`src/rtl/pad_in_filter_pkg.sv`:
```
`default_nettype none
// ============================================================================
// Package  : pad_in_pkg
// Purpose  : Shared sizing defaults, the stability-counter type and the
//            effective-threshold helper for the pad input filter.
// Revision : 1.0  initial release
// ============================================================================
package pad_in_pkg;

   localparam int N_IO_DEFAULT  = 48;
   localparam int CNT_W_DEFAULT = 8;

   typedef logic [CNT_W_DEFAULT-1:0] pad_cnt_t;

   // A programmed threshold of 0 would mean "never stable"; treat it as 1 so
   // that the filter degenerates into a single-cycle delay instead of locking.
   function automatic pad_cnt_t eff_thresh(input pad_cnt_t thresh);
      return (thresh == '0) ? pad_cnt_t'(1) : thresh;
   endfunction

endpackage : pad_in_pkg
`default_nettype wire

```
`src/rtl/pad_in_filter_cell.sv`:
```
`default_nettype none
// ============================================================================
// Module   : pad_in_filter_cell
// Purpose  : One pad input: 2-flop synchronizer, glitch filter with a
//            consecutive-cycle stability counter, registered edge pulses.
// Ports    : clk_i      SoC clock
//            rst_ni     async reset, active-low
//            io_in_i    raw asynchronous pad value
//            filt_en_i  1 = filter, 0 = bypass
//            teff_i     effective stability threshold (never 0)
//            sync_o     synchronized value
//            filt_o     filtered value
//            rise_o     1-cycle pulse on filt_o 0->1
//            fall_o     1-cycle pulse on filt_o 1->0
// Revision : 1.0  initial release
// ============================================================================
module pad_in_filter_cell #(
   parameter int CNT_W = 8
) (
   input  logic             clk_i,
   input  logic             rst_ni,
   input  logic             io_in_i,
   input  logic             filt_en_i,
   input  logic [CNT_W-1:0] teff_i,
   output logic             sync_o,
   output logic             filt_o,
   output logic             rise_o,
   output logic             fall_o
);

   logic             sync1_q, sync1_d;
   logic             sync2_q, sync2_d;
   logic             filt_q,  filt_d;
   logic             rise_q,  rise_d;
   logic             fall_q,  fall_d;
   logic [CNT_W-1:0] cnt_q,   cnt_d;
   logic [CNT_W:0]   cnt_inc;

   // One extra bit so cnt+1 cannot wrap before the compare.
   assign cnt_inc = {1'b0, cnt_q} + (CNT_W+1)'(1);

   always_comb begin
      sync1_d = io_in_i;
      sync2_d = sync1_q;
      filt_d  = filt_q;
      cnt_d   = cnt_q;
      if (!filt_en_i) begin
         filt_d = sync2_q;
         cnt_d  = '0;
      end else if (sync2_q == filt_q) begin
         cnt_d = '0;
      end else if (cnt_inc >= {1'b0, teff_i}) begin
         // ">=" rather than "==" so a threshold lowered mid-count still flips.
         filt_d = ~filt_q;
         cnt_d  = '0;
      end else begin
         cnt_d = cnt_inc[CNT_W-1:0];
      end
      rise_d = filt_d & ~filt_q;
      fall_d = ~filt_d & filt_q;
   end

   always_ff @(posedge clk_i or negedge rst_ni) begin
      if (!rst_ni) begin
         sync1_q <= 1'b0;
         sync2_q <= 1'b0;
         filt_q  <= 1'b0;
         rise_q  <= 1'b0;
         fall_q  <= 1'b0;
         cnt_q   <= '0;
      end else begin
         sync1_q <= sync1_d;
         sync2_q <= sync2_d;
         filt_q  <= filt_d;
         rise_q  <= rise_d;
         fall_q  <= fall_d;
         cnt_q   <= cnt_d;
      end
   end

   assign sync_o = sync2_q;
   assign filt_o = filt_q;
   assign rise_o = rise_q;
   assign fall_o = fall_q;

endmodule : pad_in_filter_cell
`default_nettype wire

```
`src/rtl/pad_in_filter.sv`:
```
`default_nettype none
// ============================================================================
// Module   : pad_in_filter
// Purpose  : Per-pad synchronizer, glitch filter and edge detector for all
//            pad inputs, with optional sticky edge-pending interrupt logic.
// Config   : PAD_IN_EDGE_IRQ_EN  - when defined, adds irq_en_i, pend_clr_i,
//                                  pend_o and irq_o plus the pend flops.
// Ports    : clk_i, rst_ni         clock / async active-low reset
//            io_in_i               raw pad inputs
//            filt_en_i             per-pad filter enable (0 = bypass)
//            filt_thresh_i         shared stability threshold
//            sync_o, filt_o        synchronized / filtered values
//            rise_o, fall_o        1-cycle edge pulses of filt_o
//            irq_en_i, pend_clr_i  edge capture enable / W1C clear
//            pend_o, irq_o         sticky pending flags / OR of them
// Revision : 1.0  initial release
// ============================================================================
module pad_in_filter
   import pad_in_pkg::*;
#(
   parameter int N_IO  = N_IO_DEFAULT,
   parameter int CNT_W = CNT_W_DEFAULT
) (
   input  logic             clk_i,
   input  logic             rst_ni,
   input  logic [N_IO-1:0]  io_in_i,
   input  logic [N_IO-1:0]  filt_en_i,
   input  logic [CNT_W-1:0] filt_thresh_i,
   output logic [N_IO-1:0]  sync_o,
   output logic [N_IO-1:0]  filt_o,
   output logic [N_IO-1:0]  rise_o,
`ifdef PAD_IN_EDGE_IRQ_EN
   output logic [N_IO-1:0]  fall_o,
   input  logic [N_IO-1:0]  irq_en_i,
   input  logic [N_IO-1:0]  pend_clr_i,
   output logic [N_IO-1:0]  pend_o,
   output logic             irq_o
`else
   output logic [N_IO-1:0]  fall_o
`endif
);

   logic [CNT_W-1:0] teff;

   // The package helper is typed on the default width; other widths use the
   // same rule inline.
   generate
      if (CNT_W == CNT_W_DEFAULT) begin : g_teff_pkg
         assign teff = CNT_W'(eff_thresh(pad_cnt_t'(filt_thresh_i)));
      end else begin : g_teff_generic
         assign teff = (filt_thresh_i == '0) ? CNT_W'(1) : filt_thresh_i;
      end
   endgenerate

   generate
      for (genvar n = 0; n < N_IO; n++) begin : g_pad
         pad_in_filter_cell #(
            .CNT_W (CNT_W)
         ) u_cell (
            .clk_i     (clk_i),
            .rst_ni    (rst_ni),
            .io_in_i   (io_in_i[n]),
            .filt_en_i (filt_en_i[n]),
            .teff_i    (teff),
            .sync_o    (sync_o[n]),
            .filt_o    (filt_o[n]),
            .rise_o    (rise_o[n]),
            .fall_o    (fall_o[n])
         );
      end
   endgenerate

`ifdef PAD_IN_EDGE_IRQ_EN
   logic [N_IO-1:0] pend_q, pend_d;
   logic            irq_q,  irq_d;

   // Set term is ORed last so a new edge wins over a simultaneous clear.
   always_comb begin
      pend_d = (pend_q & ~pend_clr_i) | (irq_en_i & (rise_o | fall_o));
      irq_d  = |pend_d;
   end

   always_ff @(posedge clk_i or negedge rst_ni) begin
      if (!rst_ni) begin
         pend_q <= '0;
         irq_q  <= 1'b0;
      end else begin
         pend_q <= pend_d;
         irq_q  <= irq_d;
      end
   end

   assign pend_o = pend_q;
   assign irq_o  = irq_q;
`endif

endmodule : pad_in_filter
`default_nettype wire

```
`config.mk`:
```
export PLATFORM = sky130hd
export DESIGN_NAME = pad_in_filter
export DESIGN_NICKNAME = d
export VERILOG_FILES = /design/src/rtl/pad_in_filter_pkg.sv /design/src/rtl/pad_in_filter_cell.sv /design/src/rtl/pad_in_filter.sv
export SDC_FILE = /design/constraint.sdc
export NUM_CORES = 1
export LEC_CHECK = 0
export ABC_AREA = 1
export BUFFER_PORTS_ARGS = -buffer_cell sky130_fd_sc_hd__buf_2
export CAP_MARGIN = 0
export CORE_UTILIZATION = 35
export DETAILED_ROUTE_END_ITERATION = 12
export PLACE_DENSITY_LB_ADDON = 0.08
export SLEW_MARGIN = 20
export SYNTH_ARGS = -nofsm -noshare
export SYNTH_HDL_FRONTEND = slang
export SYNTH_SLANG_ARGS = --single-unit
```
`constraint.sdc`:
```
create_clock -name clk_i -period 2.6 [get_ports clk_i]
set_clock_uncertainty 0.05 [all_clocks]
set_input_delay 0.52 -clock clk_i [delete_from_list [all_inputs] [get_ports clk_i]]
set_output_delay 0.52 -clock clk_i [all_outputs]
set_load 0.02 [all_outputs]
```
Word-level counts from Yosys, hierarchy flattened
Index checks and enable logic that the tools add are counted.
{"block": "classes", "n_lt_le_gt_ge": 48, "n_eq_ne": 48, "n_reduce_logical": 1, "n_bitwise": 192, "addsub": 48, "mux": 289}
{"op": "2-to-1 mux 8 bit", "n": 145}
{"op": "adder 8 x 1 -> 9 bit, second input constant", "n": 48}
{"op": ">= comparator 9 x 8 -> 1 bit", "n": 48}
{"op": "2-to-1 mux 1 bit", "n": 144}
{"op": "bitwise AND 1 bit", "n": 96}
{"op": "inverter 1 bit", "n": 96}
{"op": "== test 1 bit", "n": 48}
{"op": "zero test 8 bit", "n": 1}
{"block": "totals", "output_inout_bits": 192, "reg_bits": 624, "wordCells": 914, "in_bits": 106}

Logic depth before layout (Yosys ltp)
{"block": "depth", "word_depth": 8, "mapped_depth": 19, "mapped_depth_nobuf": 19}

Modules after synthesis
Synthesis repeated with hierarchy kept, for this count alone.
{"block": "hier_totals", "hier_cells": 4623, "hier_area_um2": 37353.3}
{"mod": "pad_in_filter_cell", "cells_per_inst": 96, "instances": 48, "seq_area_each_um2": 325.3, "area_each_um2": 777.0}
{"mod": "pad_in_filter", "cells_per_inst": 15, "instances": 1, "seq_area_each_um2": 0.0, "area_each_um2": 57.6}

Worst setup path before layout
OpenSTA, ideal clock, no wires.
{"block": "synth_timing", "path_type": "input-to-reg", "startpoint": "input filt_thresh_i[6]", "endpoint": "register g_pad[25].u_cell.cnt_q[0]", "stages": 10, "arrival_time_ns": 3.684, "slack_ns": -1.210, "setup_time_ns": 0.077, "path_buffers": 0, "required_time_ns": 2.473, "cell_sequence": "inv_1 a41o_1 ha_1 nand2_1 inv_1 nand4_1 nor2_1 nor3_1 nand3_1 nor2_1"}
{"block": "synth_via", "elab_chain_cells": 6}
{"element": "from (decl)", "line_no": "pad_in_filter.sv:28", "rtl": "input logic [CNT_W-1:0] filt_thresh_i,"}
{"element": "zero test 8 bit", "line_no": "pad_in_filter_pkg.sv:18", "rtl": "return (thresh == '0) ? pad_cnt_t'(1) : thresh;"}
{"element": "2-to-1 mux 8 bit *", "line_no": "pad_in_filter_pkg.sv:18"}
{"element": ">= comparator 9 x 8 -> 1 bit *", "line_no": "pad_in_filter_cell.sv:52", "rtl": "end else if (cnt_inc >= {1'b0, teff_i}) begin"}
{"element": "2-to-1 mux 8 bit *", "line_no": "pad_in_filter_cell.sv:52"}
{"element": "2-to-1 mux 8 bit *", "line_no": "pad_in_filter_cell.sv:50", "rtl": "end else if (sync2_q == filt_q) begin"}
{"element": "2-to-1 mux 8 bit *", "line_no": "pad_in_filter_cell.sv:47", "rtl": "if (!filt_en_i) begin"}
{"element": "named net g_pad[25].u_cell.cnt_d[0]", "line_no": "pad_in_filter_cell.sv:36", "rtl": "logic [CNT_W-1:0] cnt_q, cnt_d;"}
{"element": "to (signal assigned)", "line_no": "pad_in_filter_cell.sv:77", "rtl": "cnt_q <= cnt_d;"}
{"element": "to (decl)", "line_no": "pad_in_filter_cell.sv:36"}
Mark *: on every way through the listed nets, which the timed path passes. The rest lies on a longest branch.

Final worst setup path
{"block": "layout_timing", "startpoint": "register g_pad[42].u_cell.cnt_q[1]", "endpoint": "register g_pad[42].u_cell.filt_q"}
{"block": "layout_via", "elab_chain_cells": 5}
{"element": "from (decl)", "line_no": "pad_in_filter_cell.sv:36"}
{"element": "from (signal assigned)", "line_no": "pad_in_filter_cell.sv:77"}
{"element": "adder 8 x 1 -> 9 bit", "line_no": "pad_in_filter_cell.sv:40", "rtl": "assign cnt_inc = {1'b0, cnt_q} + (CNT_W+1)'(1);"}
{"element": ">= comparator 9 x 8 -> 1 bit", "line_no": "pad_in_filter_cell.sv:52"}
{"element": "2-to-1 mux 1 bit", "line_no": "pad_in_filter_cell.sv:52"}
{"element": "2-to-1 mux 1 bit", "line_no": "pad_in_filter_cell.sv:50"}
{"element": "2-to-1 mux 1 bit", "line_no": "pad_in_filter_cell.sv:47"}
{"element": "named net g_pad[42].u_cell.filt_d", "line_no": "pad_in_filter_cell.sv:33", "rtl": "logic filt_q, filt_d;"}
{"element": "to (signal assigned)", "line_no": "pad_in_filter_cell.sv:74", "rtl": "filt_q <= filt_d;"}
{"element": "to (decl)", "line_no": "pad_in_filter_cell.sv:33"}
The timed path passes the listed nets, and every way through them passes these cells.

==> flow_summary.yaml <==
detailed_routing:
  num_vias: 28300
  met3WireLength_um: 2880
  detail_route.vias_per_cell: 4.47
  drt_wl_total_um: 88400
  detail-route-antenna-nets: 0
  routed.top_layer: "met5"
  routedLengthMet1_um: 43000
  routedWlPerCell_um: 14.0
  drt_first_pass_iters: 4
  initialDrtViolationCount: 864
  post-route-drc-count: 0
  met2_length_um: 40700
critical_path:
  rr_endpoint: "g_pad[42].u_cell.filt_o"
  cp_common_cell: "nand2_2"
  critPathSlowestCell: "dfrtp_1"
  reg_to_reg_critical_path_startpoint: "g_pad[42].u_cell.cnt_q[1]"
  worst-endpoint-arrival_ns: 2.96
  worstRegToRegCells: 15
  timing.critical_path.cells: "ha_2, nand2_2, nor2_4, xnor2_2, inv_1, ha_4, nand2_2, nor2_2, nand3_1, o211ai_1, nand2_1, nand2_2, nand2_2, nand2_1, inv_1"
  cp-end-kind: "flop"
  worstSetupPathType: "flop to flop"
  critical_path.max_stage_delay_ns: 0.35
  start_kind: "flop"
  r2r_setup_slack_ns: 0.13
  critPathMaxFanout: 3
  required_ns: 3.08
logic_synthesis:
  mappedNetlistNets: 4926
  synthesis.area_per_instance_um2: 8.37
  seq_area_frac_synth: 0.420
  synth_edf_count: 0
  yosys_register_bits: 624
  yosysMostFrequentCell: "inv_1"
  synthesis.yosys.warnings: 0
  ys_top_cells_by_count: "inv_1, nand2_1, dfrtp_1"
  netlist_area_um2: 37100
  netlist_top_cells_area: "dfrtp_1, ha_1, inv_1"
  synth_top_cell_area_share: 0.420
  ys.flop_type: "dfrtp_1"
  synth_top_area_cell: "dfrtp_1"
  cell_variety_after_synth: 36
  async_reset_ff_frac: 1.00
  post_synth_inst_count: 4436
placed_design:
  pre_cts_ws_ns: -0.222
  routabilityCongestion: 0.773
  io_buffers: 297
  placed_cells: 6100
  detailed_place_hpwl_um: 63500
finish:
  diodes: 0
  area_growth_pct: 23.1
  layout.area.seq_um2: 15600
  multi_input_area_um2: 18600
  filler_cell_count: 10500
  instances_no_fill: 6326
  finish.net_count: 5364
  drive_above_1_share: 0.194
cts:
  clkLatencyLatePin_ns: 0.64
  cts-buffers-inserted: 79
  cts_tree: "yes"
  worst_setup_hold_path_clk_slew_ns: 0.06
  number_of_sinks_handled_by_clock_tree_synthesis: 624
  clk_root_buffer_cell: "clkbuf_16"
  cts_htree_levels: 3
  clock_tree.buffer_depth: 3
min_path:
  class_of_the_tightest_hold_or_removal_check: "input pin to flop"
  min_delay_path_depth: 3
  hold_path.startpoint: "filt_en_i[31]"
  hold_end: "g_pad[31].u_cell.cnt_q[6]"
floorplanning:
  die_area_um2: 107000
  core_box_area_um2: 105000
  initial_utilization: 0.353
  die_x_um: 328
  num_io_pins: 298
  placement_rows: 119
  fp.dieH_um: 328
power:
  power_density_nw_per_um2: 551
  cellLeakagePower_nw: 25.6
  design_power_total_mw: 25.2
  power.ir.vdd_worst_mv: 0.517
sta:
  maxSlewViolCount: 0
  final.min_clock_period_ns: 2.47
  share_of_the_clock_period_used_by_the_worst_path: 0.952
  max-slew-margin-rel: 0.630
  final-setup-viol-count: 0
  fmaxAchievable_ghz: 0.404
  tightestPinTransition_ns: 0.554
  rsz0062_at_grt: "true"
  finalHoldViolCount: 0
  worst_slack_ns: 0.125
global_routing:
  grt_first_pass_wirelength_um: 143000
  largest_net_degree_at_the_start_of_global_routing: 96
  first_global_vias: 27800
  global_route.overflow_total: 0
  track_usage: 0.166
  antenna_found_initial: 3
flow_run:
  drv.max_cap_violation_count: 0
run_status:
  outcome: "finished clean"
worst max-delay path: cells and delay by family (launching register included):
kind                       cells  cell delay (ns)
and+or+nand+nor                9             1.02
adders and majority gates      2             0.46
DFF                            1             0.35
AOI/OAI and AO/OA              1             0.20
xor gates and xnor gates       1             0.14
buffers and inverters          2             0.12
state kept, by name (all words and copies together) (netlist names):
register and flops:
g_pad.u_cell.filt_o 48, g_pad.u_cell.fall_o 48, g_pad.u_cell.sync_o 48, g_pad.u_cell.rise_o 48, g_pad.u_cell.sync1_q 48, g_pad.u_cell.cnt_q 384
layer usage:
layer  global-route usage  vias to the layer above
met2                0.272                      292
met1                0.225                    13100
met3               0.0269                      111
li1                     -                    14800
met5                    0                        -
met4               0.0462                        6
area by class of cell:
cell class | count | share of cell area
Clock buffer | 119 | 0.0532
Tap cell | 1391 | 0.0381
Timing Repair Buffer | 562 | 0.0883
Clock inverter | 23 | 0.00714
Inverter | 797 | 0.0658
Sequential cell | 624 | 0.341
Multi-Input combinational cell | 2810 | 0.406
worst max-delay path by stage:
| stage | startpoint | to | depth (start not counted) |
|---|---|---|---|
| final | g_pad[42].u_cell.cnt_q[1] | g_pad[42].u_cell.filt_o | 15 |
| after global routing | g_pad[10].u_cell.cnt_q[0] | g_pad[10].u_cell.filt_o | 16 |
| after CTS | g_pad[14].u_cell.cnt_q[0] | g_pad[14].u_cell.cnt_q[2] | 14 |
| after detailed placement | filt_thresh_i[2] | g_pad[10].u_cell.filt_o | 14 |
| after global placement | filt_thresh_i[2] | g_pad[19].u_cell.cnt_q[5] | 14 |
| after floorplan | filt_thresh_i[7] | g_pad[28].u_cell.filt_o | 12 |
metrics by stage:
stage	util	hold slack, ns	setup TNS (ns)	instance area [um2]
final	0.434	0.0858	0	45700
after global routing	0.434	0.0839	-0.332	45700
after CTS	0.419	0.0303	0	44100
after detailed placement	0.388	0.285	-52.71	40800
after global placement	0.388	0.281	-43.78	40800
after floorplan	-	0.174	-95.19	37300
where the power goes:
part	leakage (nW)	total (mW)	switching, mW	internal [mW]
registers	8.26	10.3	0.240	10.1
logic	15.9	3.31	2.05	1.26
clock network	1.37	11.6	4.34	7.22
cells by family after synthesis:
family	share of synthesized area
compound gates	0.0373
xor+xnor	0.0670
fa+ha+maj	0.129
buf+inv	0.122
flops	0.420
simple gates	0.224
cell usage in the layout, fill, tap and decap left out, types with 10 or more instances in the layout:
cell type	count
nor2_2	44
nand2_2	51
nand3b_1	61
o21ai_0	13
xnor2_1	31
buf_4	183
dfrtp_1	624
xnor2_2	17
xor2_1	219
dlygate4sd3_1	49
nand3_2	30
o21ai_1	40
nand3_1	255
nor2_1	501
nand4_1	96
xor2_2	17
clkbuf_16	83
buf_2	295
o211ai_1	10
clkinv_2	16
and3_1	25
ha_4	16
nand3_4	27
nor2_4	23
clkbuf_8	22
nand2_1	670
a21oi_4	10
nor3_1	49
ha_2	15
buf_12	34
nor3_2	12
ha_1	353
clkbuf_1	14
a21oi_1	159
inv_1	782
timing repair:
action | 4_1_cts | 5_1_grt
hold buffers | 49 | 0
pin swaps | 0 | 101
buffers inserted | 0 | 35
setup endpoints to repair | 14 | 450
endpoints found under the hold margin | 68 | 0
resized for setup | 2 | 294
Power figures use the tool's default switching activity.
